--- config.mk ---
export PLATFORM = sky130hd
export DESIGN_NAME = aes_stream_ctrl
export DESIGN_NICKNAME = d
export VERILOG_FILES = /design/src/rtl/aes_stream_ctrl.sv
export SDC_FILE = /design/constraint.sdc
export NUM_CORES = 1
export LEC_CHECK = 0
export BUFFER_PORTS_ARGS = -buffer_cell sky130_fd_sc_hd__buf_4
export CORE_ASPECT_RATIO = 0.5
export CORE_MARGIN = 2
export CORE_UTILIZATION = 55
export CTS_BUF_LIST = sky130_fd_sc_hd__clkbuf_8
export CTS_CLUSTER_SIZE = 25
export DETAILED_ROUTE_END_ITERATION = 12
export PLACE_DENSITY = 0.78
export SLEW_MARGIN = 20
export SYNTH_ARGS = -nofsm -noshare
export SYNTH_HDL_FRONTEND = slang
export SYNTH_SLANG_ARGS = --single-unit
--- constraint.sdc ---
create_clock -name clk -period 2.5 [get_ports clk]
set_clock_uncertainty 0.15 [all_clocks]
set_input_delay 0.125 -clock clk [delete_from_list [all_inputs] [get_ports clk]]
set_output_delay 0.125 -clock clk [all_outputs]
set_load 0.03 [all_outputs]
--- src/rtl/aes_stream_ctrl.sv ---
// -----------------------------------------------------------------------------
// aes_stream_ctrl
//   Byte-stream front end for the multicycle AES core. A command byte ('E' or
//   'D') followed by 16 data bytes is collected from the rx stream into a
//   128-bit block. The block is handed to the core with a one-cycle load pulse.
//   When the core's busy falls, its result is captured and returned as 16 bytes
//   (MSB byte first) on the tx stream. trigger_o brackets the core's busy window
//   for scope capture.
//
// Optional feature (macro AES_STREAM_CYCLE_COUNT_EN):
//   Counts the core busy cycles (16-bit, saturating) and appends the count as
//   two extra tx bytes (high byte first), giving 18 bytes per response.
//
// Ports:
//   clk, rst_n               clock, asynchronous active-low reset
//   rx_valid_i/rx_data_i     input byte stream (rx_ready_o back-pressure)
//   tx_valid_o/tx_data_o     output byte stream (tx_ready_i back-pressure)
//   core_load_o/core_dec_o   load pulse and decrypt select to the core
//   core_data_o              assembled block to the core
//   core_busy_i/core_data_i  core busy flag and result
//   trigger_o                scope trigger, high from load through capture
// -----------------------------------------------------------------------------
module aes_stream_ctrl #(
  parameter logic [7:0] CMD_ENC     = 8'h45,
  parameter logic [7:0] CMD_DEC     = 8'h44,
  parameter int         START_DELAY = 2
) (
  input  logic         clk,
  input  logic         rst_n,
  input  logic         rx_valid_i,
  input  logic [7:0]   rx_data_i,
  output logic         rx_ready_o,
  output logic         tx_valid_o,
  output logic [7:0]   tx_data_o,
  input  logic         tx_ready_i,
  output logic         core_load_o,
  output logic         core_dec_o,
  output logic [127:0] core_data_o,
  input  logic         core_busy_i,
  input  logic [127:0] core_data_i,
  output logic         trigger_o
);

  localparam int DLY_W = $clog2(START_DELAY + 1);
`ifdef AES_STREAM_CYCLE_COUNT_EN
  localparam logic [4:0] TX_LAST = 5'd17;
`else
  localparam logic [4:0] TX_LAST = 5'd15;
`endif

  typedef enum logic [2:0] {
    S_IDLE = 3'd0,
    S_RX   = 3'd1,
    S_LOAD = 3'd2,
    S_WAIT = 3'd3,
    S_TX   = 3'd4
  } state_t;

  state_t             r_state;
  state_t             w_state_nxt;
  logic               r_rx_ready;
  logic               r_tx_valid;
  logic [7:0]         r_tx_data;
  logic               r_core_load;
  logic               r_core_dec;
  logic [127:0]       r_core_data;
  logic               r_trigger;
  logic               r_dec;
  logic [4:0]         r_cnt;
  logic [119:0]       r_shift;
  logic [127:0]       r_result;
  logic [DLY_W-1:0]   r_dly;
  logic [15:0]        w_cyc;
  logic               w_rx_fire;
  logic               w_tx_fire;
  logic               w_cmd_ok;
  logic               w_dly_done;
  logic               w_capture;

`ifdef AES_STREAM_CYCLE_COUNT_EN
  logic [15:0]        r_cyc;
  assign w_cyc = r_cyc;
`else
  assign w_cyc = 16'h0000;
`endif

  // Picks tx byte idx: 0..15 from the result (MSB byte first), 16/17 from the count.
  function automatic logic [7:0] f_tx_byte(input logic [127:0] i_res,
                                           input logic [15:0]  i_cyc,
                                           input logic [4:0]   i_idx);
    logic [7:0] v_byte;
    if (!i_idx[4]) begin
      v_byte = i_res[{~i_idx[3:0], 3'b000} +: 8];
    end else if (i_idx == 5'd16) begin
      v_byte = i_cyc[15:8];
    end else begin
      v_byte = i_cyc[7:0];
    end
    return v_byte;
  endfunction

  assign w_rx_fire  = rx_valid_i && r_rx_ready;
  assign w_tx_fire  = r_tx_valid && tx_ready_i;
  assign w_cmd_ok   = w_rx_fire && ((rx_data_i == CMD_ENC) || (rx_data_i == CMD_DEC));
  assign w_dly_done = (r_dly == DLY_W'(START_DELAY));

  // Next-state decode; w_capture marks the cycle the core result is taken.
  always_comb begin
    w_state_nxt = r_state;
    w_capture   = 1'b0;
    case (r_state)
      S_IDLE: begin
        if (w_cmd_ok) w_state_nxt = S_RX;
        else          w_state_nxt = S_IDLE;
      end
      S_RX: begin
        if (w_rx_fire && (r_cnt == 5'd15)) w_state_nxt = S_LOAD;
        else                               w_state_nxt = S_RX;
      end
      S_LOAD: begin
        w_state_nxt = S_WAIT;
      end
      S_WAIT: begin
        // busy is only meaningful once the core has had time to raise it
        if (w_dly_done && !core_busy_i) begin
          w_capture   = 1'b1;
          w_state_nxt = S_TX;
        end else begin
          w_state_nxt = S_WAIT;
        end
      end
      S_TX: begin
        if (w_tx_fire && (r_cnt == TX_LAST)) w_state_nxt = S_IDLE;
        else                                 w_state_nxt = S_TX;
      end
      default: begin
        w_state_nxt = S_IDLE;
      end
    endcase
  end

  // State register, datapath and registered outputs (decoded from next state).
  always_ff @(posedge clk or negedge rst_n) begin
    if (!rst_n) begin
      r_state     <= S_IDLE;
      r_rx_ready  <= 1'b1;
      r_tx_valid  <= 1'b0;
      r_tx_data   <= 8'h00;
      r_core_load <= 1'b0;
      r_core_dec  <= 1'b0;
      r_core_data <= 128'h0;
      r_trigger   <= 1'b0;
      r_dec       <= 1'b0;
      r_cnt       <= 5'd0;
      r_shift     <= 120'h0;
      r_result    <= 128'h0;
      r_dly       <= '0;
`ifdef AES_STREAM_CYCLE_COUNT_EN
      r_cyc       <= 16'h0000;
`endif
    end else begin
      r_state     <= w_state_nxt;
      r_rx_ready  <= (w_state_nxt == S_IDLE) || (w_state_nxt == S_RX);
      r_tx_valid  <= (w_state_nxt == S_TX);
      r_core_load <= (w_state_nxt == S_LOAD);
      r_core_dec  <= (w_state_nxt == S_LOAD) ? r_dec : 1'b0;
      case (r_state)
        S_IDLE: begin
          if (w_cmd_ok) begin
            r_dec <= (rx_data_i == CMD_DEC);
            r_cnt <= 5'd0;
          end
        end
        S_RX: begin
          if (w_rx_fire) begin
            r_shift <= {r_shift[111:0], rx_data_i};
            if (r_cnt == 5'd15) begin
              // core_data_o only changes here so it stays stable between loads
              r_core_data <= {r_shift, rx_data_i};
              r_trigger   <= 1'b1;
              r_cnt       <= 5'd0;
            end else begin
              r_cnt <= r_cnt + 5'd1;
            end
          end
        end
        S_LOAD: begin
          r_dly <= '0;
`ifdef AES_STREAM_CYCLE_COUNT_EN
          r_cyc <= 16'h0000;
`endif
        end
        S_WAIT: begin
          if (!w_dly_done) r_dly <= r_dly + DLY_W'(1);
`ifdef AES_STREAM_CYCLE_COUNT_EN
          if (core_busy_i && (r_cyc != 16'hFFFF)) r_cyc <= r_cyc + 16'd1;
`endif
          if (w_capture) begin
            r_result  <= core_data_i;
            r_tx_data <= core_data_i[127:120];
            r_trigger <= 1'b0;
            r_cnt     <= 5'd0;
          end
        end
        S_TX: begin
          if (w_tx_fire) begin
            if (r_cnt == TX_LAST) begin
              r_cnt     <= 5'd0;
              r_tx_data <= 8'h00;
            end else begin
              r_cnt     <= r_cnt + 5'd1;
              r_tx_data <= f_tx_byte(r_result, w_cyc, r_cnt + 5'd1);
            end
          end
        end
        default: begin
          r_cnt <= 5'd0;
        end
      endcase
    end
  end

  assign rx_ready_o  = r_rx_ready;
  assign tx_valid_o  = r_tx_valid;
  assign tx_data_o   = r_tx_data;
  assign core_load_o = r_core_load;
  assign core_dec_o  = r_core_dec;
  assign core_data_o = r_core_data;
  assign trigger_o   = r_trigger;

endmodule

After elaboration in Yosys (flattened, before gate mapping)
Index checks and enable logic that the tools add are counted.

operators by class
  $add $sub $neg = 2
  equality and inequality tests = 17
  shifts and indexed selects = 1
  mux-type cells = 25
  bitwise logic cells = 2
  reduce and logical (&&, ||, !) cells = 22

operators by type and width
  kind                                            count
  variable part select 128 x 8 -> 8 bit           1
  two-way mux 8 bit                               4
  two-way mux 5 bit                               5
  case mux 5 bit (5 select lines)                 1
  == test 8 x 7 -> 1 bit (second input constant)  2
  case mux 8 bit (2 select lines)                 1
  case mux 3 bit (5 select lines)                 1
  inequality test 2 bit (second input constant)   6
  == test 3 x 2 -> 1 bit (second input constant)  3
  AND reduction 2 bit                             4
  two-way mux 1 bit                               7
  == test 3 x 1 -> 1 bit (second input constant)  2
  == test 3 bit (second input constant)           2
  logical AND 1 bit                               6
  zero test 3 bit                                 2
  two-way mux 3 bit                               2
  AND reduction 3 bit                             2
  nonzero test 2 bit                              3
  adder 5 x 1 -> 5 bit (second input constant)    1
  == test 5 x 4 -> 1 bit (second input constant)  1
  AND reduction 5 bit                             1
  two-way mux 2 bit                               2
  NOT 4 bit                                       1
  case mux 2 bit (2 select lines)                 1
  other kinds (7)                                 8

storage, ports and cells
  register bits after elaboration = 400
  input bits = 141
  output and inout bits = 141
  logic and storage cells = 82

Logic depth before layout (Yosys ltp)
  depth in word-level cells = 7
  mapped depth = 10
  mapped depth without buffers = 8

Worst setup path before layout
Ideal clock, no wire load.

  path kind = register to register
  from = register r_cnt[1]
  to = register r_core_data[29], in the netlist core_data_o[29]
  library setup time = 0.066 ns
  data arrival time = 2.090 ns
  data required time = 2.284 ns
  setup slack = 0.195 ns
  stages on the path, launching flop included = 11
  path buffers = 2
  clock period less this slack = 2.305 ns
  path through = dfrtp_1 > ha_1 > and3_1 > ha_1 > and3_1 > nand2_1 > inv_2 > clkbuf_1 > clkbuf_1 > nand2_1 > nand2_1

on the way
  cells in the longest elaborated chain, start to end = 2

ends and longest elaborated chain
  item                           line  text
  from (decl)                    69    logic [4:0] r_cnt;
  from (signal assigned)         183   r_cnt <= r_cnt + 5'd1;
  from (signal assigned)         211   r_cnt <= r_cnt + 5'd1;
  == test 5 x 4 -> 1 bit         177   if (r_cnt == 5'd15) begin
  AND reduction 3 bit (no line)  --
  to (signal assigned)           179   r_core_data <= {r_shift, rx_data_i};
  to (decl)                      66    logic [127:0] r_core_data;

Every way passes these cells.
A chain may end at the register's enable or synchronous reset.

Final worst setup path
  from = register r_cnt[0]
  to = register r_core_data[80], in the netlist core_data_o[80]

Same word-level chain as after synthesis.

==> results.txt <==
The run finished with clean final reports. The half-perimeter wire length after detailed placement came out at ~26000 um. For this run, the leading register cell type out of synthesis is sky130_fd_sc_hd__dfrtp_1. The number of sinks on the clock net came out at 400. The count of antenna-violating nets left after detailed routing came out at 0. The number of buffers created by CTS came out at 54.

Summed over all cells, the static leakage comes to 11.2 nW. The routed length per instance came out at about 20 um. The smallest setup slack after layout is 0.111 ns. The clock-pin slew on the worst setup and hold paths came out at 0.08 ns.

The area growth from synthesis to layout is 33.0%. The maximum number of pins on one net before global-route repair is 66. The power density of the placed cells is 946 mW/mm^2. The worst hold path belongs to the class in2reg. The total global routing overflow is 0. The routed length on met1 came out at about 16000 um.

The largest voltage drop on the vdd net came out at ~0.56 mV. CTS placed an instance of sky130_fd_sc_hd__clkbuf_8 at the clock tree root. Measured along the y axis, the die boundary spans 126 um. The share of cells above drive strength 1 came out at about a quarter. Leaving out fill and tap cells, the most frequent cells in the layout are 398 x sky130_fd_sc_hd__dfrtp_1, 394 x sky130_fd_sc_hd__nand2_1, 307 x sky130_fd_sc_hd__buf_4. The worst setup path is of the reg2reg kind. The number of cells on the worst reg-to-reg path is 9. Setup violations remaining at the end of the flow were counted as 0. In this run the critical register-to-register path is captured at core_data_o[80]$_DFFE_PN0P_. The total number of placement rows came out at between 40 and 50. The post-detailed-route via-to-cell ratio is 5.42. The number of levels in the clock H-tree is 2.

The fraction of registers with async set/reset is 100%. The worst register-to-register path begins at r_cnt[0]$_DFFE_PN0P_. Data on the critical path arrives at its endpoint at about 2.7 ns. The relative slew slack is between 60% and 70%. The slew at the pin with the worst max-slew slack came out at about 0.5 ns. The number of max-cap violations came out at 0.

For hold timing, the worst endpoint is r_result[55]$_DFFE_PN0P_. At the end of routability-driven placement, the weighted congestion stood at approximately 0.86. The mapped cell area came out at 0.0163 mm^2. In this run the worst path has a maximum fanout of slightly above 40.

Of the available clock period, the critical path in the final layout requires a little over nine tenths. Subtracting the final worst setup slack from the clock period gives ~2.4 ns. TritonCTS built the clock tree.

The area enclosed by the die boundary came out at approximately 0.031 mm^2. The required arrival time at the worst endpoint came out at between 2 and 3 ns. The number of buffers inserted by port buffering came out at about 280. The number of synthesized register bits came out at 400. Setup repair after global routing left no endpoint under its margin. The worst setup path is launched from a flop.

The total count of max-transition violations in the final report is 0. The global routing usage summed across all routing layers is roughly 28%. The number of buffers on the longest clock path came out at 3. The number of flops mapped to enable cells by yosys came out at 0. The source of the worst hold timing path is core_data_i[55]. The post-synthesis instance total is roughly 1.3k. The first detailed-routing pass took 5 iterations.

The effective utilization at floorplan came out at 56.1%. The core box area is roughly 0.029 mm^2. The dominant cell type by area after synthesis is sky130_fd_sc_hd__dfrtp_1.

Leaving out fill and tap cells, the most frequent cell in the layout is sky130_fd_sc_hd__dfrtp_1. Routed signal wires occupy layers up through met4. The final layout contains routed wiring with a total length of around 43000 um. The total DRC errors in the routed layout is 0. The number of endpoints with negative hold slack in the final report was 0.

The global-route wire length before repair is roughly 68000 um. Static timing analysis puts the maximum clock frequency at about 420 MHz. The post-route total power came out at a little over 20 mW.

The first routing iteration left 795 violations. The post-synth net total is about 1.4k. Each instance of the synthesized netlist takes up on average between 10 and 15 um^2. The sum of met2 wire segment lengths after detailed routing is 22500 um. Timing analysis after detailed placement gives a worst setup slack of -0.0345 ns. At the end of the flow, the number of nets in the layout was roughly 1.9k. The end-of-flow core utilization came out at between 70% and 80%. At the later pin of the worst-skew pair, clock insertion delay measures between 0.6 and 0.7 ns. The netlist uses 47 different library cells. Along the worst hold path, the cell count comes to 3. The number of global-route vias before repair came out at between 10k and 15k. For this run, the register share of the synthesized area comes to about three fifths.

The die width came out at approximately 250 um. The number of warnings reported in the yosys synthesis log is 0. The worst-case register-to-register setup slack came out at 0.11 ns. The sum of met3 wire segment lengths after detailed routing came out at between 2000 and 2500 um. The number of antenna violations at the first check in global routing came out at 4.

The area share of the largest cell type after synthesis is 61.2%. The number of top-level pins came out at around 280. The worst setup path is captured at a flop. Detailed routing inserted a total of between 10k and 15k vias. Ranked by total cell area, the synthesized netlist is headed by sky130_fd_sc_hd__dfrtp_1 61%, sky130_fd_sc_hd__mux2_1 14%, sky130_fd_sc_hd__nand2_1 9.1%, sky130_fd_sc_hd__mux2_2 2.8%, sky130_fd_sc_hd__mux2i_1 2.8%.
-- cell usage after synthesis, types with 3 or more instances --
cell,count
sky130_fd_sc_hd__dfrtp_1,399
sky130_fd_sc_hd__nand2_1,395
sky130_fd_sc_hd__mux2_1,208
sky130_fd_sc_hd__mux2i_1,45
sky130_fd_sc_hd__mux2_2,40
sky130_fd_sc_hd__clkbuf_1,37
sky130_fd_sc_hd__buf_2,34
sky130_fd_sc_hd__nor3_1,28
sky130_fd_sc_hd__mux4_2,18
sky130_fd_sc_hd__o21ai_0,9
sky130_fd_sc_hd__o32a_1,8
sky130_fd_sc_hd__inv_1,6
sky130_fd_sc_hd__mux4_1,6
sky130_fd_sc_hd__nor2_1,5
sky130_fd_sc_hd__ha_1,4
sky130_fd_sc_hd__and3_1,3
sky130_fd_sc_hd__inv_2,3
-- sequential cells by signal (all words and copies together), names as in the netlist, 2 cells and up --
signal and cells:
core_data_o 128, r_shift 120, r_result 128, r_dly 2, r_state 3, r_cnt 5
tx_data_o 8
-- area by class of cell --
cell class | instances | area [um^2]
antenna | 4 | 10.0
sequential | 400 | 10000
timing repair buffer | 470 | 4120
timing repair inverter | 1 | 8.76
clock buffer | 66 | 908
inverter | 9 | 46.3
multi-input combinational | 802 | 5970
fill | 1844 | 7370
clock inverter | 31 | 125
tap | 391 | 489
-- metrics by stage --
step                setup TNS, ns  hold slack [ns]  instance area, um^2  instances
finish                          0            0.125                21700       2174
global placement         -0.00669          -0.0705                19100       1928
floorplan                       0           -0.321                16300       1285
detailed placement        -0.0354          -0.0596                19100       1928
global route                    0            0.115                21700       2174
CTS                             0           0.0962                21600       2168
-- critical path, cell delays in order, from the launching register on --
cell and delay, ns:
sky130_fd_sc_hd__dfrtp_4 0.50, sky130_fd_sc_hd__ha_2 0.24, sky130_fd_sc_hd__and3_1 0.23, sky130_fd_sc_hd__ha_1 0.21, sky130_fd_sc_hd__and3_1 0.25, sky130_fd_sc_hd__nand2_4 0.16, sky130_fd_sc_hd__clkinv_8 0.13, sky130_fd_sc_hd__buf_12 0.19
sky130_fd_sc_hd__nand2_1 0.10, sky130_fd_sc_hd__nand2_1 0.05
-- kinds of logic (layout without fill, tap and decap cells) --
logic type / after synthesis / count (layout) / share of synthesized area (%)
adder cells (fa/ha/maj): 4 / 4 / 0.307
XOR/XNOR: 4 / 4 / 0.491
AND/OR/NAND/NOR: 447 / 447 / 10.8
AO/OA/AOI/OAI: 30 / 30 / 1.34
multiplexers: 317 / 317 / 23.3
flip-flops: 400 / 400 / 61.4
buffers and inverters: 83 / 577 / 2.29
other: 0 / 4 / 0
-- how the worst max path moves through the flow --
| stage | start | end | depth (start not counted) |
|---|---|---|---|
| 3_3_place_gp | r_cnt[0]$_DFFE_PN0P_ | tx_data_o[7]$_DFFE_PN0P_ | 6 |
| 2_1_floorplan | r_cnt[1]$_DFFE_PN0P_ | core_data_o[29]$_DFFE_PN0P_ | 10 |
| 3_5_place_dp | r_cnt[0]$_DFFE_PN0P_ | tx_data_o[7]$_DFFE_PN0P_ | 6 |
| 5_1_grt | r_cnt[0]$_DFFE_PN0P_ | tx_data_o[3]$_DFFE_PN0P_ | 8 |
| 4_1_cts | r_cnt[0]$_DFFE_PN0P_ | core_data_o[80]$_DFFE_PN0P_ | 8 |
| 6_report | r_cnt[0]$_DFFE_PN0P_ | core_data_o[80]$_DFFE_PN0P_ | 9 |
-- per-layer routing --
| metal | track usage [%] | vias up |
|---|---|---|
| li1 | - | 5270 |
| met1 | 33.7 | 5966 |
| met2 | 49.0 | 395 |
| met3 | 5.26 | 143 |
| met4 | 12.9 | 0 |
| met5 | 0 | - |
-- where the power goes --
group	leakage [nW]	internal [mW]	switching (mW)	total [mW]
Sequential	5.32	8.46	1.45	9.90
Combinational	5.27	3.00	2.80	5.80
Clock	0.633	2.37	2.45	4.82
Total	11.2	13.8	6.70	20.5
-- timing repair --
item                       in CTS  in global routing
hold endpoints to repair      451                  0
hold buffers                  143                  0
cloned                          0                  1
setup endpoints to repair      35                104
setup buffers                   0                  1
resized for setup               3                  7
Note: power is estimated with default switching activity, not from simulation.
